==> src/rtl/button_debouncer.sv <==
// button_debouncer: synchronises and debounces an active-low push-button.
// Optional auto-repeat of press_pulse: define BUTTON_DEBOUNCER_AUTOREPEAT_EN.
module button_debouncer #(
    parameter int DEBOUNCE_CYCLES = 500000,
    parameter int REPEAT_DELAY    = 25000000,
    parameter int REPEAT_PERIOD   = 10000000
) (
    input  logic clk,
    input  logic rst,
    input  logic btn_n,
    output logic btn_level,
    output logic press_pulse,
    output logic release_pulse,
    output logic bounce_det
);

    localparam int CW = $clog2(DEBOUNCE_CYCLES);
    localparam logic [CW-1:0] CNT_MAX = CW'(DEBOUNCE_CYCLES - 1);

    typedef enum logic [1:0] {
        IDLE,
        PRESS_WAIT,
        HELD,
        RELEASE_WAIT
    } state_t;

    state_t        state;
    state_t        state_d;
    logic [CW-1:0] cnt;
    logic [CW-1:0] cnt_d;
    logic          sync_1;
    logic          sync;
    logic          level_d;
    logic          press_d;
    logic          release_d;
    logic          bounce_d;

`ifdef BUTTON_DEBOUNCER_AUTOREPEAT_EN
    localparam int RMAX = (REPEAT_DELAY > REPEAT_PERIOD) ?
                          REPEAT_DELAY : REPEAT_PERIOD;
    localparam int RW = $clog2(RMAX) + 1;
    localparam logic [RW-1:0] RDEL = RW'(REPEAT_DELAY - 1);
    localparam logic [RW-1:0] RPER = RW'(REPEAT_PERIOD - 1);

    logic [RW-1:0] rep_cnt;
    logic [RW-1:0] rep_cnt_d;
    logic [RW-1:0] rep_target;
    logic          rep_phase;
    logic          rep_phase_d;

    // first repeat waits the long delay, later ones the period
    assign rep_target = rep_phase ? RPER : RDEL;

    // repeat counter and delay/period phase
    always_ff @(posedge clk or negedge rst) begin
        if (!rst) begin
            rep_cnt   <= '0;
            rep_phase <= 1'b0;
        end else begin
            rep_cnt   <= rep_cnt_d;
            rep_phase <= rep_phase_d;
        end
    end
`else
    logic unused_repeat;
    assign unused_repeat = ^{32'(REPEAT_DELAY), 32'(REPEAT_PERIOD)};
`endif

    // two-flop synchroniser, idles in the released state
    always_ff @(posedge clk or negedge rst) begin
        if (!rst) begin
            sync_1 <= 1'b1;
            sync   <= 1'b1;
        end else begin
            sync_1 <= btn_n;
            sync   <= sync_1;
        end
    end

    // state, stability counter and registered outputs
    always_ff @(posedge clk or negedge rst) begin
        if (!rst) begin
            state         <= IDLE;
            cnt           <= '0;
            btn_level     <= 1'b0;
            press_pulse   <= 1'b0;
            release_pulse <= 1'b0;
            bounce_det    <= 1'b0;
        end else begin
            state         <= state_d;
            cnt           <= cnt_d;
            btn_level     <= level_d;
            press_pulse   <= press_d;
            release_pulse <= release_d;
            bounce_det    <= bounce_d;
        end
    end

    // next state: a single opposite sample in a wait state aborts it
    always_comb begin
        state_d   = state;
        cnt_d     = cnt;
        press_d   = 1'b0;
        release_d = 1'b0;
        bounce_d  = 1'b0;
`ifdef BUTTON_DEBOUNCER_AUTOREPEAT_EN
        rep_cnt_d   = rep_cnt;
        rep_phase_d = rep_phase;
`endif
        unique case (state)
            IDLE: begin
                if (!sync) begin
                    state_d = PRESS_WAIT;
                    cnt_d   = '0;
                end
            end
            PRESS_WAIT: begin
                if (sync) begin
                    state_d  = IDLE;
                    bounce_d = 1'b1;
                end else if (cnt == CNT_MAX) begin
                    state_d = HELD;
                    press_d = 1'b1;
`ifdef BUTTON_DEBOUNCER_AUTOREPEAT_EN
                    rep_cnt_d   = '0;
                    rep_phase_d = 1'b0;
`endif
                end else begin
                    cnt_d = cnt + 1'b1;
                end
            end
            HELD: begin
                if (sync) begin
                    state_d = RELEASE_WAIT;
                    cnt_d   = '0;
                end
`ifdef BUTTON_DEBOUNCER_AUTOREPEAT_EN
                else if (rep_cnt == rep_target) begin
                    press_d     = 1'b1;
                    rep_cnt_d   = '0;
                    rep_phase_d = 1'b1;
                end else begin
                    rep_cnt_d = rep_cnt + 1'b1;
                end
`endif
            end
            RELEASE_WAIT: begin
                if (!sync) begin
                    state_d  = HELD;
                    bounce_d = 1'b1;
`ifdef BUTTON_DEBOUNCER_AUTOREPEAT_EN
                    rep_cnt_d   = '0;
                    rep_phase_d = 1'b0;
`endif
                end else if (cnt == CNT_MAX) begin
                    state_d   = IDLE;
                    release_d = 1'b1;
                end else begin
                    cnt_d = cnt + 1'b1;
                end
            end
            default: state_d = IDLE;
        endcase
        level_d = (state_d == HELD) || (state_d == RELEASE_WAIT);
    end

endmodule

==> config.mk <==
export PLATFORM = sky130hd
export DESIGN_NAME = button_debouncer
export DESIGN_NICKNAME = d
export VERILOG_FILES = /design/src/rtl/button_debouncer.sv
export SDC_FILE = /design/constraint.sdc
export NUM_CORES = 1
export LEC_CHECK = 0
export ABC_AREA = 1
export BUFFER_PORTS_ARGS = -buffer_cell sky130_fd_sc_hd__buf_2
export CORE_MARGIN = 1.5
export CORE_UTILIZATION = 30
export CTS_CLUSTER_DIAMETER = 200
export CTS_CLUSTER_SIZE = 28
export DETAILED_ROUTE_END_ITERATION = 8
export GPL_TIMING_DRIVEN = 1
export SETUP_SLACK_MARGIN = 0.5
export SYNTH_ARGS = -nofsm -noshare
export SYNTH_HDL_FRONTEND = slang
export SYNTH_SLANG_ARGS = --single-unit
==> constraint.sdc <==
create_clock -name clk -period 1.9 [get_ports clk]
set_input_delay 0.285 -clock clk [delete_from_list [all_inputs] [get_ports clk]]
set_output_delay 0.285 -clock clk [all_outputs]
set_load 0.03 [all_outputs]
### After elaboration in Yosys (flattened, before gate mapping)

Index checks and enable logic that the tools add are counted.

| operators by class | value |
|---|---|
| reduce and logical (&&, ||, !) cells | 3 |
| muxes and demuxes | 21 |
| add/subtract/negate cells | 1 |
| equal/unequal tests | 10 |

Operators with widths:

| operator | count |
|---|---|
| $mux 19 | 5 |
| $pmux 19 s4 | 1 |
| $add 19x1->19 const B | 1 |
| $eq 19x19->1 const B | 1 |
| $mux 2 | 6 |
| $eq 2x2->1 const B | 4 |
| $ne 2x2->1 const B | 4 |
| $pmux 2 s4 | 1 |
| $mux 1 | 7 |
| $reduce_and 4->1 | 1 |
| $eq 2x1->1 const B | 1 |
| $logic_not 2->1 | 1 |
| $pmux 1 s2 | 1 |
| $logic_or 1x1->1 | 1 |

| storage, ports and cells | value |
|---|---|
| word-level logic and storage cells | 43 |
| input bits | 3 |
| flip-flop bits (word level) | 27 |

### Longest topological paths before layout

| logic depth | value |
|---|---|
| depth after elaboration | 6 |
| mapped depth | 10 |

### Worst setup path before layout

OpenSTA, ideal clock, no wires.

| timing path | value |
|---|---|
| path kind | flip-flop to flip-flop |
| start | register cnt[0] |
| end | register cnt[13] |
| arrival time | 1.468 ns |
| period minus slack after synthesis | 1.585 ns |
| library setup time | 0.118 ns |
| stages on the path, launching flop included | 11 |
| slack | 0.315 ns |
| cells stage by stage | dfrtp_1 > ha_1 > nand3_2 > clkinv_2 > nand3_2 > nor2_4 > nor2_8 > clkinv_8 > buf_12 > nand2_1 > o21ai_2 |

| on the way | value |
|---|---|
| word-level cells in the longest chain between the ends | 4 |

Ends and longest elaborated chain:

| what | line | text |
|---|---|---|
| from (decl) | 29 | `logic [CW-1:0] cnt;` |
| from (signal assigned) | 91 | `cnt <= cnt_d;` |
| $add 19x1->19 / $eq 19x19->1 (equally long branches) | -- |  |
| $mux 19 * | 121, 155 |  |
| $mux 19 (on tied branches) | 148, 118 |  |
| $pmux 19 s4 * | 110 | `unique case (state)` |

Mark *: on every way between the ends. The rest lies on a longest branch, timed or not. The select of a mux whose other input is x is not followed.
A chain may end at the register's enable or synchronous reset.

### Final worst setup path

| timing path | value |
|---|---|
| start | register cnt[10] |
| end | register cnt[0] |

| on the way | value |
|---|---|
| word-level cells in the longest chain between the ends | 4 |

Ends and longest elaborated chain:

| what | line |
|---|---|
| $eq 19x19->1 * | 121, 155 |
| $mux 19 * | -- |
| $mux 19 (on tied branches) | -- |
| $pmux 19 s4 * | -- |

Marks and branches as above.

==> results summary <==
The leakage power total is 0.871 nW. The total DRC errors in the routed layout is 0. Each instance of the synthesized netlist takes up on average 7.60 um2. The largest stage delay on the critical path came out at 0.45 ns. The cell seen most often among critical-path stages is sky130_fd_sc_hd__nor2_4. The amount of wire on met2 after detailed routing is 1970 um. Of the cells placed in the final design, the portion with a size suffix greater than 1 is between 40% and 50%.

The clock passes through at most 2 buffers. The initial antenna violation count was 0. The post-synthesis cell area came out at 1610 um2. The count of final max-slew check failures came out at 0.

The number of inserted filler cells in the final layout is 553. In the layout the commonest cells are 52 x sky130_fd_sc_hd__nand2_1, 25 x sky130_fd_sc_hd__nor2_1, 20 x sky130_fd_sc_hd__nand2_2. The clock period minus worst slack is around 1.5 ns. The number of standard cells in the final layout excluding fillers is 316.

The data required time of the critical path came out at 2.06 ns. From bottom edge to top edge, the die measures 76.3 um. The critical path data arrival time is ~1.7 ns. The worst setup path is launched from a flop. The critical path in this run is classified as flop to flop. TritonCTS built the clock tree.

The worst min-delay path category is input port to asynchronous set/reset pin. For this design the ratio of total power to cell area is a little over 500 nW/um2. The clock latency on the worst-skew pair is roughly 0.28 ns. Across the run, the number of max-cap violations was 0. The cell count after placement is approximately 290. The count of buffers inserted at the top-level ports is 6. The CTS H-tree depth is 1. The worst path setup slack after routing came out at 0.380 ns. The antenna violation net count after detailed routing came out at 0.

The final total negative setup slack came out at 0 ns. The number of buffers and inverters on the critical path is 2. The width of the die is 76.3 um.

The repair_antennas step left the layout with diodes totalling 0. Among all flip-flop cells after synthesis, the most frequent one is sky130_fd_sc_hd__dfrtp_1. The worst slew margin relative to its limit is 60.5%. The multi-input logic area came out at around 940 um2.

The clock-pin slew of the registers on the worst-case setup and hold paths is 0.09 ns. The placeable core region is 5140 um2. The number of DRC violations after detailed-routing iteration 0 came out at 71. The largest net degree at the start of global routing is 27. The final core area utilization came out at 40.8%. The share of the clock period used by the worst path after layout came out at 80.0%. Leaving out fill and tap cells, the most frequent cell in the layout is sky130_fd_sc_hd__nand2_1. In this run the worst path has a maximum fanout of 6. Clock tree synthesis found a total of 26 sinks. The initial core utilization came out at between 30% and 40%. The highest routed metal layer is met4. The first global-routing pass estimated about 7000 um of wire. After detailed routing, the number of vias per cell comes to 4.75. The layout overhead on the synthesized area came out at 30.4%.

The synthesized design spends more area on one cell type than any other, namely sky130_fd_sc_hd__dfrtp_1. The detailed-route wire length on metal 1 is 1900 um. The share of the yosys chip area belonging to registers came out at between 40% and 50%.

Grouping stages by cell kind, the critical path spends the most delay in simple AND/OR/NAND/NOR gates. The flow ran to the end, and the final reports show no timing, DRC or antenna violations. The master cell of the clock root buffer is sky130_fd_sc_hd__clkbuf_8.

The number of hold violations in the final report came out at 0. The total wire length came out at just over 4000 um. The peak ir drop on the vdd network came out at 0.000204 V.

The total number of vias came out at 1502. Buffers inserted during clock tree synthesis total 3. The number of nets handed over by synthesis was 216. The critical path endpoint category is a flop. The number of enable-type register cells in the synthesized netlist came out at 0. The clock skew came out at 0.00738 ns. For this design, the slowest cell found on the critical path is sky130_fd_sc_hd__dfrtp_2. The layout net count came out at 251. The site row count came out at 26.

The highest clock rate is approximately 0.66 GHz. In the synthesized netlist the async set-or-reset flop fraction comes to 100%. The sequential cell area is 667 um2. Setup repair after global routing could not meet its margin everywhere. The pre-CTS worst setup slack is 0.277 ns. The synthesized flop and latch total is 26. In this run the count of I/O pins placed on the die edge is 7. The synthesized instance count is 212. The overall track demand over capacity in global routing came out at about 15%. The critical path goes through inv_2 > nand2_2 > nor2_4 > nand3_4 > nor2_4 > nor2_8 > buf_6 > nand3_1 > o21ai_0. Routability-driven placement finished with a final weighted congestion of roughly 0.86. The total power after layout is 1.06 mW. The detailed-placement wirelength estimate is 2430 um. The synthesized design devotes to its leading area cell type 37.3% of total area. For the pin with the worst max-slew slack, the measured transition is 0.593 ns. For this run, the detailed router's first-pass iteration total came to 4. Setup violations remaining at the end of the flow were counted as 0. By area the synthesized netlist is led by sky130_fd_sc_hd__dfrtp_1 37%, sky130_fd_sc_hd__nand2_1 15%, sky130_fd_sc_hd__nor2_1 7.7%, sky130_fd_sc_hd__nand3_1 5.6%, sky130_fd_sc_hd__o21ai_2 4.4%. The leftover overflow at the end of global routing came out at 0. The floorplan step defined a die boundary enclosing between 5000 and 6000 um2. The via count of the first global-routing pass came out at 1466. The met3 wire length is 160 um.

The number of library cell types mapped by synthesis came out at 28. The average wire per standard cell came out at 13.1 um. The Yosys warning count came out at 0.
kinds of logic (layout without fill, tap and decap cells):
logic type	after synthesis	after routing	share of synthesized area, %
AO/OA/AOI/OAI	17	17	7.46
adder cells (fa/ha/maj)	1	1	0.777
XOR/XNOR	6	6	3.26
buffers and inverters	22	55	8.47
flip-flops	26	26	40.6
AND/OR/NAND/NOR	140	141	39.5
path summary, 6_finish.rpt:
path | slack [ns] | from | endpoint | cells past startpoint
setup reg to reg | 0.38 | cnt[10] | cnt[0] | 9
hold reg to reg | 0.36 | sync_1 | sync | 0
setup / recovery | 0.38 | cnt[10] | cnt[0] | 9
min in group clk | 0.10 | btn_n | sync_1 | 1
max in group asynchronous | 1.47 | rst | cnt[2] | 1
hold / removal | 0.0003 | rst | cnt[5] | 1
repair_timing:
item | in CTS | in global routing
pin swaps | 6 | 6
cloned | 5 | 0
resized for setup | 23 | 25
hold buffers | 0 | 0
setup buffers | 10 | 10
setup endpoints to repair | 21 | 23
flip-flops by register name, indices dropped and copies added (netlist names):
signal         flops
release_pulse      1
sync_1             1
bounce_det         1
press_pulse        1
btn_level          1
state              1
cnt               19
sync               1
layout make-up:
class                      count  share of cell area [%]
clock buffer                   4                    2.62
multi-input combinational    165                    44.9
sequential                    26                    31.8
timing repair buffer          30                    10.9
inverter                      18                    4.05
timing repair inverter         3                    1.61
tap                           70                    4.17
power by group:
group / leakage (nW) / switching [mW] / total, mW / internal [mW]
sequential: 0.333 / 0.0114 / 0.579 / 0.567
clock: 0.0288 / 0.180 / 0.365 / 0.186
combinational: 0.509 / 0.0743 / 0.116 / 0.0419
total: 0.871 / 0.265 / 1.06 / 0.795
through the flow:
| step | hold slack [ns] | area (um2) |
|---|---|---|
| 3_3_place_gp | 0.321 | 1730 |
| 4_1_cts | 0.0267 | 1970 |
| 5_1_grt | 0.0392 | 2100 |
| 6_report | 0.000264 | 2100 |
| 2_1_floorplan | -0.0106 | 1640 |
| 3_5_place_dp | 0.325 | 1730 |
worst register-to-register path: stages, from the launching register on:
cell	delay (ns)
sky130_fd_sc_hd__dfrtp_2	0.45
sky130_fd_sc_hd__inv_2	0.07
sky130_fd_sc_hd__nand2_2	0.06
sky130_fd_sc_hd__nor2_4	0.14
sky130_fd_sc_hd__nand3_4	0.09
sky130_fd_sc_hd__nor2_4	0.21
sky130_fd_sc_hd__nor2_8	0.11
sky130_fd_sc_hd__buf_6	0.15
sky130_fd_sc_hd__nand3_1	0.06
sky130_fd_sc_hd__o21ai_0	0.07
synth_stat cells, types with 2 or more instances:
cell                       number
sky130_fd_sc_hd__nand3_2        2
sky130_fd_sc_hd__nor2_2         2
sky130_fd_sc_hd__a21oi_1        2
sky130_fd_sc_hd__nand2_2        8
sky130_fd_sc_hd__nor3_1         2
sky130_fd_sc_hd__o21ai_0        4
sky130_fd_sc_hd__o21bai_1       2
sky130_fd_sc_hd__nand4_1        5
sky130_fd_sc_hd__xor2_1         6
sky130_fd_sc_hd__nand2_1       64
sky130_fd_sc_hd__buf_12         2
sky130_fd_sc_hd__o21ai_2        8
sky130_fd_sc_hd__nor2_1        33
sky130_fd_sc_hd__dfstp_2        2
sky130_fd_sc_hd__or2_2          3
sky130_fd_sc_hd__nand3_1       18
sky130_fd_sc_hd__dfrtp_1       24
sky130_fd_sc_hd__inv_1         15
per-layer routing:
metal	track usage, %	vias up
met4	4.44	0
met5	0	-
li1	-	742
met2	24.6	33
met3	2.75	12
met1	19.7	715
No activity file was read; power rests on OpenSTA's default activity.
